`src/rtl/lcd_pkg.sv`:
```
// Shared constants, command classes and address helpers for the LCD bus responder.
package lcd_pkg;

    localparam logic [6:0]  LINE2_BASE = 7'h40;
    localparam logic [6:0]  LINE1_LAST = 7'h27;
    localparam logic [6:0]  LINE2_LAST = 7'h67;
    localparam int unsigned LINE_LEN   = 40;
    localparam int unsigned DDRAM_SIZE = 2 * LINE_LEN;
    localparam logic [7:0]  BLANK      = 8'h20;

    // {DL,N,F} bit positions within func_set
    localparam int unsigned FS_DL = 2;
    localparam int unsigned FS_N  = 1;
    localparam int unsigned FS_F  = 0;
    localparam logic [2:0]  FUNC_SET_RESET = 3'(1 << FS_DL);

    typedef enum logic [3:0] {
        CMD_NONE,
        CMD_CLEAR,
        CMD_HOME,
        CMD_ENTRY,
        CMD_DISP,
        CMD_SHIFT,
        CMD_FUNC,
        CMD_CGRAM,
        CMD_DDRAM
    } cmd_e;

    // Commands are classified by the highest set bit of the instruction byte.
    function automatic cmd_e decode_cmd(input logic [7:0] db);
        casez (db)
            8'b1???_????: return CMD_DDRAM;
            8'b01??_????: return CMD_CGRAM;
            8'b001?_????: return CMD_FUNC;
            8'b0001_????: return CMD_SHIFT;
            8'b0000_1???: return CMD_DISP;
            8'b0000_01??: return CMD_ENTRY;
            8'b0000_001?: return CMD_HOME;
            8'b0000_0001: return CMD_CLEAR;
            default:      return CMD_NONE;
        endcase
    endfunction

    function automatic logic [6:0] ddram_index(input logic [6:0] a);
        return a[6] ? 7'(LINE_LEN) + {1'b0, a[5:0]} : {1'b0, a[5:0]};
    endfunction

    function automatic logic ac_valid(input logic [6:0] a);
        return (a <= LINE1_LAST) || (a >= LINE2_BASE && a <= LINE2_LAST);
    endfunction

    function automatic logic [5:0] shift_step(input logic [5:0] s, input logic up);
        if (up)
            return (s == 6'(LINE_LEN - 1)) ? 6'd0 : s + 6'd1;
        else
            return (s == 6'd0) ? 6'(LINE_LEN - 1) : s - 6'd1;
    endfunction

endpackage

```
`src/rtl/lcd_ac_step.sv`:
```
// Address-counter step with the two-line wrap rules (27h<->40h, 67h<->00h).
module lcd_ac_step
    import lcd_pkg::*;
(
    input  logic [6:0] ac,
    input  logic       dir,
    output logic [6:0] ac_next
);

    always_comb begin
        ac_next = ac + 7'd1;
        if (dir) begin
            if (ac == LINE1_LAST)
                ac_next = LINE2_BASE;
            else if (ac == LINE2_LAST)
                ac_next = '0;
        end else begin
            ac_next = ac - 7'd1;
            if (ac == 7'h00)
                ac_next = LINE2_LAST;
            else if (ac == LINE2_BASE)
                ac_next = LINE1_LAST;
        end
    end

endmodule

```
`src/rtl/lcd_bus_responder.sv`:
```
// HD44780-style responder: decodes bus cycles, holds DDRAM, AC, mode flags and busy flag.
module lcd_bus_responder
    import lcd_pkg::*;
#(
    parameter int unsigned CLEAR_BUSY_CYC = 0,
    parameter int unsigned CMD_BUSY_CYC   = 0
) (
    input  logic       clock500Hz,
    input  logic       reset,
    input  logic       cs,
    input  logic       RS,
    input  logic       RW,
    input  logic [7:0] DB_in,
    output logic [7:0] DB_out,
    output logic       DB_oe,
    output logic       busy,
    output logic [6:0] ac,
    output logic [2:0] func_set,
    output logic       disp_on,
    output logic       cursor_on,
    output logic       blink_on,
    input  logic [4:0] mon_addr,
    output logic [7:0] mon_char,
    output logic       proto_err
);

    localparam logic [15:0] CLEAR_N = 16'(CLEAR_BUSY_CYC);
    localparam logic [15:0] CMD_N   = 16'(CMD_BUSY_CYC);

    logic [7:0]  ddram [DDRAM_SIZE];
    logic        inc_dir;
    logic        shift_en;
    logic        cg_mode;
    logic [5:0]  shift;
    logic [15:0] busy_cnt;
    logic        step_dir;
    logic [6:0]  ac_next;
    cmd_e        cmd;

    assign busy     = (busy_cnt != '0);
    assign cmd      = decode_cmd(DB_in);
    // Data cycles step along I/D; cursor-shift commands step along DB[2].
    assign step_dir = RS ? inc_dir : DB_in[2];

    lcd_ac_step u_ac_step (
        .ac      (ac),
        .dir     (step_dir),
        .ac_next (ac_next)
    );

    always_ff @(posedge clock500Hz or posedge reset) begin
        if (reset) begin
            for (int unsigned i = 0; i < DDRAM_SIZE; i++)
                ddram[i] <= BLANK;
            ac        <= '0;
            inc_dir   <= 1'b1;
            shift_en  <= 1'b0;
            cg_mode   <= 1'b0;
            shift     <= '0;
            func_set  <= FUNC_SET_RESET;
            disp_on   <= 1'b0;
            cursor_on <= 1'b0;
            blink_on  <= 1'b0;
            busy_cnt  <= '0;
            DB_out    <= '0;
            DB_oe     <= 1'b0;
            proto_err <= 1'b0;
        end else begin
            DB_oe     <= 1'b0;
            proto_err <= 1'b0;
            if (busy)
                busy_cnt <= busy_cnt - 16'd1;
            if (cs) begin
                if (RW) begin
                    DB_oe <= 1'b1;
                    if (!RS) begin
                        DB_out <= {busy, ac};
                    end else begin
                        DB_out <= ddram[ddram_index(ac)];
                        ac     <= ac_next;
                    end
                end else if (busy) begin
                    proto_err <= 1'b1;
                end else if (RS) begin
                    busy_cnt <= CMD_N;
                    if (!cg_mode) begin
                        ddram[ddram_index(ac)] <= DB_in;
                        ac <= ac_next;
                        if (shift_en)
                            shift <= shift_step(shift, inc_dir);
                    end
                end else begin
                    busy_cnt <= CMD_N;
                    unique case (cmd)
                        CMD_CLEAR: begin
                            for (int unsigned i = 0; i < DDRAM_SIZE; i++)
                                ddram[i] <= BLANK;
                            ac       <= '0;
                            inc_dir  <= 1'b1;
                            shift    <= '0;
                            busy_cnt <= CLEAR_N;
                        end
                        CMD_HOME: begin
                            ac       <= '0;
                            shift    <= '0;
                            busy_cnt <= CLEAR_N;
                        end
                        CMD_ENTRY: begin
                            inc_dir  <= DB_in[1];
                            shift_en <= DB_in[0];
                        end
                        CMD_DISP: begin
                            disp_on   <= DB_in[2];
                            cursor_on <= DB_in[1];
                            blink_on  <= DB_in[0];
                        end
                        CMD_SHIFT: begin
                            if (DB_in[3])
                                shift <= shift_step(shift, !DB_in[2]);
                            else
                                ac <= ac_next;
                        end
                        CMD_FUNC:  func_set <= DB_in[4:2];
                        CMD_CGRAM: cg_mode  <= 1'b1;
                        CMD_DDRAM: begin
                            // An out-of-range address is rejected and does not start a busy period.
                            if (ac_valid(DB_in[6:0])) begin
                                ac      <= DB_in[6:0];
                                cg_mode <= 1'b0;
                            end else begin
                                proto_err <= 1'b1;
                                busy_cnt  <= '0;
                            end
                        end
                        default: busy_cnt <= '0;
                    endcase
                end
            end
        end
    end

    logic [6:0] col_sum;
    logic [5:0] col;
    logic [6:0] mon_idx;

    always_comb begin
        col_sum  = {3'b000, mon_addr[3:0]} + {1'b0, shift};
        col      = (col_sum >= 7'(LINE_LEN)) ? 6'(col_sum - 7'(LINE_LEN)) : col_sum[5:0];
        mon_idx  = mon_addr[4] ? 7'(LINE_LEN) + {1'b0, col} : {1'b0, col};
        mon_char = ddram[mon_idx];
    end

endmodule

```
`config.mk`:
```
export PLATFORM = sky130hd
export DESIGN_NAME = lcd_bus_responder
export DESIGN_NICKNAME = d
export VERILOG_FILES = /design/src/rtl/lcd_pkg.sv /design/src/rtl/lcd_ac_step.sv /design/src/rtl/lcd_bus_responder.sv
export SDC_FILE = /design/constraint.sdc
export NUM_CORES = 2
export LEC_CHECK = 0
export CAP_MARGIN = 20
export CORE_ASPECT_RATIO = 1.75
export CORE_MARGIN = 4
export CORE_UTILIZATION = 50
export CTS_BUF_LIST = sky130_fd_sc_hd__clkbuf_16
export DETAILED_ROUTE_END_ITERATION = 12
export GPL_ROUTABILITY_DRIVEN = 0
export MAX_ROUTING_LAYER = met4
export PLACE_DENSITY = 0.7
export SYNTH_ARGS = -nofsm -noshare
export SYNTH_HDL_FRONTEND = slang
export SYNTH_SLANG_ARGS = --single-unit
export TNS_END_PERCENT = 20
```
`constraint.sdc`:
```
create_clock -name clock500Hz -period 28.7 [get_ports clock500Hz]
set_input_delay 5.74 -clock clock500Hz [delete_from_list [all_inputs] [get_ports clock500Hz]]
set_output_delay 5.74 -clock clock500Hz [all_outputs]
set_load 0.005 [all_outputs]
```
==> impl_metrics.json <==
{
  "status": "finished clean",
  "hold_ws_ns": 0.474,
  "clk_latency_ns": 0.70,
  "synthCells": 4239,
  "drc": 0,
  "syn-cell-area_um2": 40900,
  "grt_pass1_vias": 36622,
  "grt_antenna_before_repair": 14,
  "vias_per_cell": 7.43,
  "crit_top_cell": "nand2_1",
  "wl_per_cell_um": 32.1,
  "vias": 38577,
  "crit_chain": "clkdlybuf4s50_1, ha_4, inv_1, fa_4, nor2b_1, o22a_1, nand2b_1, nand2_1, ha_1, nand2b_1, nand3_1, a31o_2, nand2_1, clkinv_1, ha_1, nand2_1, o31ai_4, buf_4, mux2i_1, mux2i_1, o22ai_1, o311ai_0, clkdlybuf4s50_1",
  "synth_ff_type": "dfrtp_1",
  "cts_setup_buffers": 0,
  "cts_buffers": 67,
  "final_nets": 4109,
  "layout_worst_path_cycle_share": 0.646,
  "rsz0062_at_grt": "false",
  "drive_gt1_frac": 0.153,
  "synth_fp_nets": 4273,
  "timing.rr.start": "ac[4]",
  "initial_core_util": 0.505,
  "finalHoldViolations": 0,
  "rows": 138,
  "tns_ns": 0,
  "syn_avg_cell_area_um2": 9.65,
  "seqCellArea_um2": 17300,
  "path_max_fanout": 31,
  "crit_type": "input pin to primary output",
  "slew_headroom": 0.175,
  "io_buffers": 49,
  "ys_ff_latch": 688,
  "grt_remaining_overflow": 0,
  "synth_cell_types": 85,
  "crit_path_end_kind": "primary output",
  "power_density_nw_per_um2": 62.8,
  "slowest_stage": "o311ai_0",
  "path_clk_slew_ns": 0.06,
  "coreArea_um2": 81000,
  "track_usage": 0.389,
  "ioPinCount": 50,
  "dr.pass1.iters": 10,
  "cts_root_buf": "clkbuf_16",
  "crit_start": "mon_addr[0]",
  "clock_skew_ns": 0.0432,
  "path_buf_inv": 5,
  "async_flop_share": 1.00,
  "postRouteWirelength_mm": 167,
  "fillers": 7154,
  "ir_drop_mv": 0.0546,
  "drtIter0Drc": 6143,
  "maxCapViolCount": 0,
  "tightest_slew_ns": 1.23,
  "synth_warnings": 0,
  "clk_path_buf_depth": 3,
  "cpPeakStageDelay_ns": 0.93,
  "crit_family": "buffers and inverters",
  "dieArea_um2": 86600,
  "setup_violations": 0,
  "fmax_mhz": 54.0,
  "cts_hold_buf": 0,
  "critPathLaunchType": "input pin",
  "slew_viol_final": 0,
  "grt_max_degree": 169,
  "grt_pass1_wl_mm": 247,
  "cts_tree": "built",
  "htreeDepth": 3,
  "synth-edff-count": 0,
  "required_ns": 22.96,
  "min_period_ns": 18.53,
  "holdCritPathClass": "flip-flop to flip-flop",
  "worstPathArrival_ns": 12.79,
  "cts_resized": 0,
  "p_leak_uw": 0.0175,
  "hpwl_mm": 111,
  "clock_sink_count": 688,
  "syn2layout_area_growth_pct": 8.01,
  "worstHoldStart": "ddram[29]",
  "antenna_left": 0,
  "ys_seq_area_frac": 0.423,
  "die_x_um": 224,
  "multi_input_area_um2": 21900,
  "chipHeight_um": 386
}
-- worst min-delay path, delay by kind of cell (launching register included) --
family                 cells  cell delay, ns
flip-flops                 1            0.37
buffers and inverters      1            0.04
AO/OA/AOI/OAI              1            0.05
-- per-layer routing --
metal	up-vias	part of all wire	routed length (um)	GRT usage
met2	2922	0.45	75800	0.590
li1	15839	-	-	-
met5	-	0	0	-
met1	18855	0.31	52500	0.422
met3	961	0.12	20400	0.121
met4	0	0.11	18300	0.310
-- stage by stage --
stage	utilization	std cells	setup slack, ns	power [uW]	instance area [um^2]
after detailed placement	0.517	5054	10.35	1800	41900
after CTS	0.545	5176	10.34	2720	44100
after global placement	0.517	5053	10.50	1800	41900
after floorplan	-	4239	3.81	1470	40900
final	0.546	5195	10.17	2770	44200
after global routing	0.546	5192	9.76	2820	44200
-- where the power goes --
part | total (uW) | internal [uW] | switching, uW | leakage, uW
Combinational | 810 | 216 | 594 | 0.00856
Sequential | 1030 | 992 | 42.2 | 0.00778
Clock | 929 | 508 | 421 | 0.00114
-- layout make-up --
| type | count | area share |
|---|---|---|
| Multi-Input combinational cell | 3133 | 0.496 |
| Sequential cell | 688 | 0.392 |
| Clock buffer | 70 | 0.0396 |
| Tap cell | 1050 | 0.0297 |
| Timing Repair Buffer | 148 | 0.0281 |
| Clock inverter | 52 | 0.0101 |
| Inverter | 37 | 0.00348 |
| Antenna cell | 17 | 0.000963 |
-- cells in the mapped netlist (11+ instances only) --
cell      instances  area share
mux4_2          181        0.10
ha_1             15      0.0046
xnor2_1          13      0.0028
nor3_1           29      0.0035
buf_2           104       0.013
or3_1            11      0.0017
a21oi_1         129       0.016
nor2_1          188       0.017
mux2i_1          55       0.013
a221oi_1         72       0.015
buf_1            29      0.0027
nand3_4          17      0.0073
nor2_4           29      0.0080
o211ai_1         11      0.0020
dfstp_2          82       0.053
nand2b_1         11      0.0017
a22oi_1         394       0.072
nand4_1          29      0.0044
a211oi_1         40      0.0073
nand3_1          50      0.0061
dfrtp_1         606        0.37
a22o_1           87       0.019
o21ai_1         230       0.028
a21boi_0         12      0.0022
o22ai_1          43      0.0066
nand3_2          12      0.0029
a31oi_1          29      0.0044
o22a_1           41      0.0088
mux2_2           50       0.014
and3_1           25      0.0038
nand2_1         531       0.049
clkbuf_1        233       0.021
o21ai_0         639       0.078
inv_1            33      0.0030
-- sequential cells by signal (all words and copies together) (netlist names) --
name and cells:
shift 6, shift_en 1, proto_err 1, ddram 640, disp_on 1, cursor_on 1
DB_out 8, inc_dir 1, func_set 3, busy_cnt 16, cg_mode 1, ac 7
DB_oe 1, blink_on 1
-- cell usage in the layout, fill, tap and decap left out, types with 24 or more instances in the layout --
cell type and count:
buf_4 97, nor2_4 30, o21ai_0 638, o22a_1 41, dfstp_2 82, nand2_1 529, o21ai_1 229, and3_1 24
nand3_1 50, nor2_1 185, a31oi_1 29, mux2i_1 55, clkbuf_16 70, a21oi_1 129, mux2_2 50, a221oi_1 72
a211oi_1 40, inv_1 48, a22oi_1 394, nand4_1 29, a22o_1 87, mux4_2 181, dfrtp_1 603, clkdlybuf4s50_1 41
o22ai_1 43, nor3_1 24
-- final timing paths --
check | end | slack [ns] | cells after the start
setup / recovery | mon_char[7] | 10.17 | 23
hold / removal | ddram[29] | 0.47 | 2
setup reg to reg | DB_out[1] | 23.56 | 9
hold reg to reg | ddram[29] | 0.47 | 2
max in group asynchronous | ddram[340] | 20.10 | 5
min in group asynchronous | ddram[407] | 5.62 | 2
-- cells by family after synthesis --
family | after synthesis | share of synthesized area
AOI/OAI and AO/OA | 1813 | 0.279
and+or+nand+nor | 996 | 0.117
DFF | 688 | 0.423
buffers and inverters | 418 | 0.0441
muxes | 286 | 0.127
xor gates and xnor gates | 22 | 0.00489
adders and majority gates | 16 | 0.00508
(Power assumes the default switching activity.)
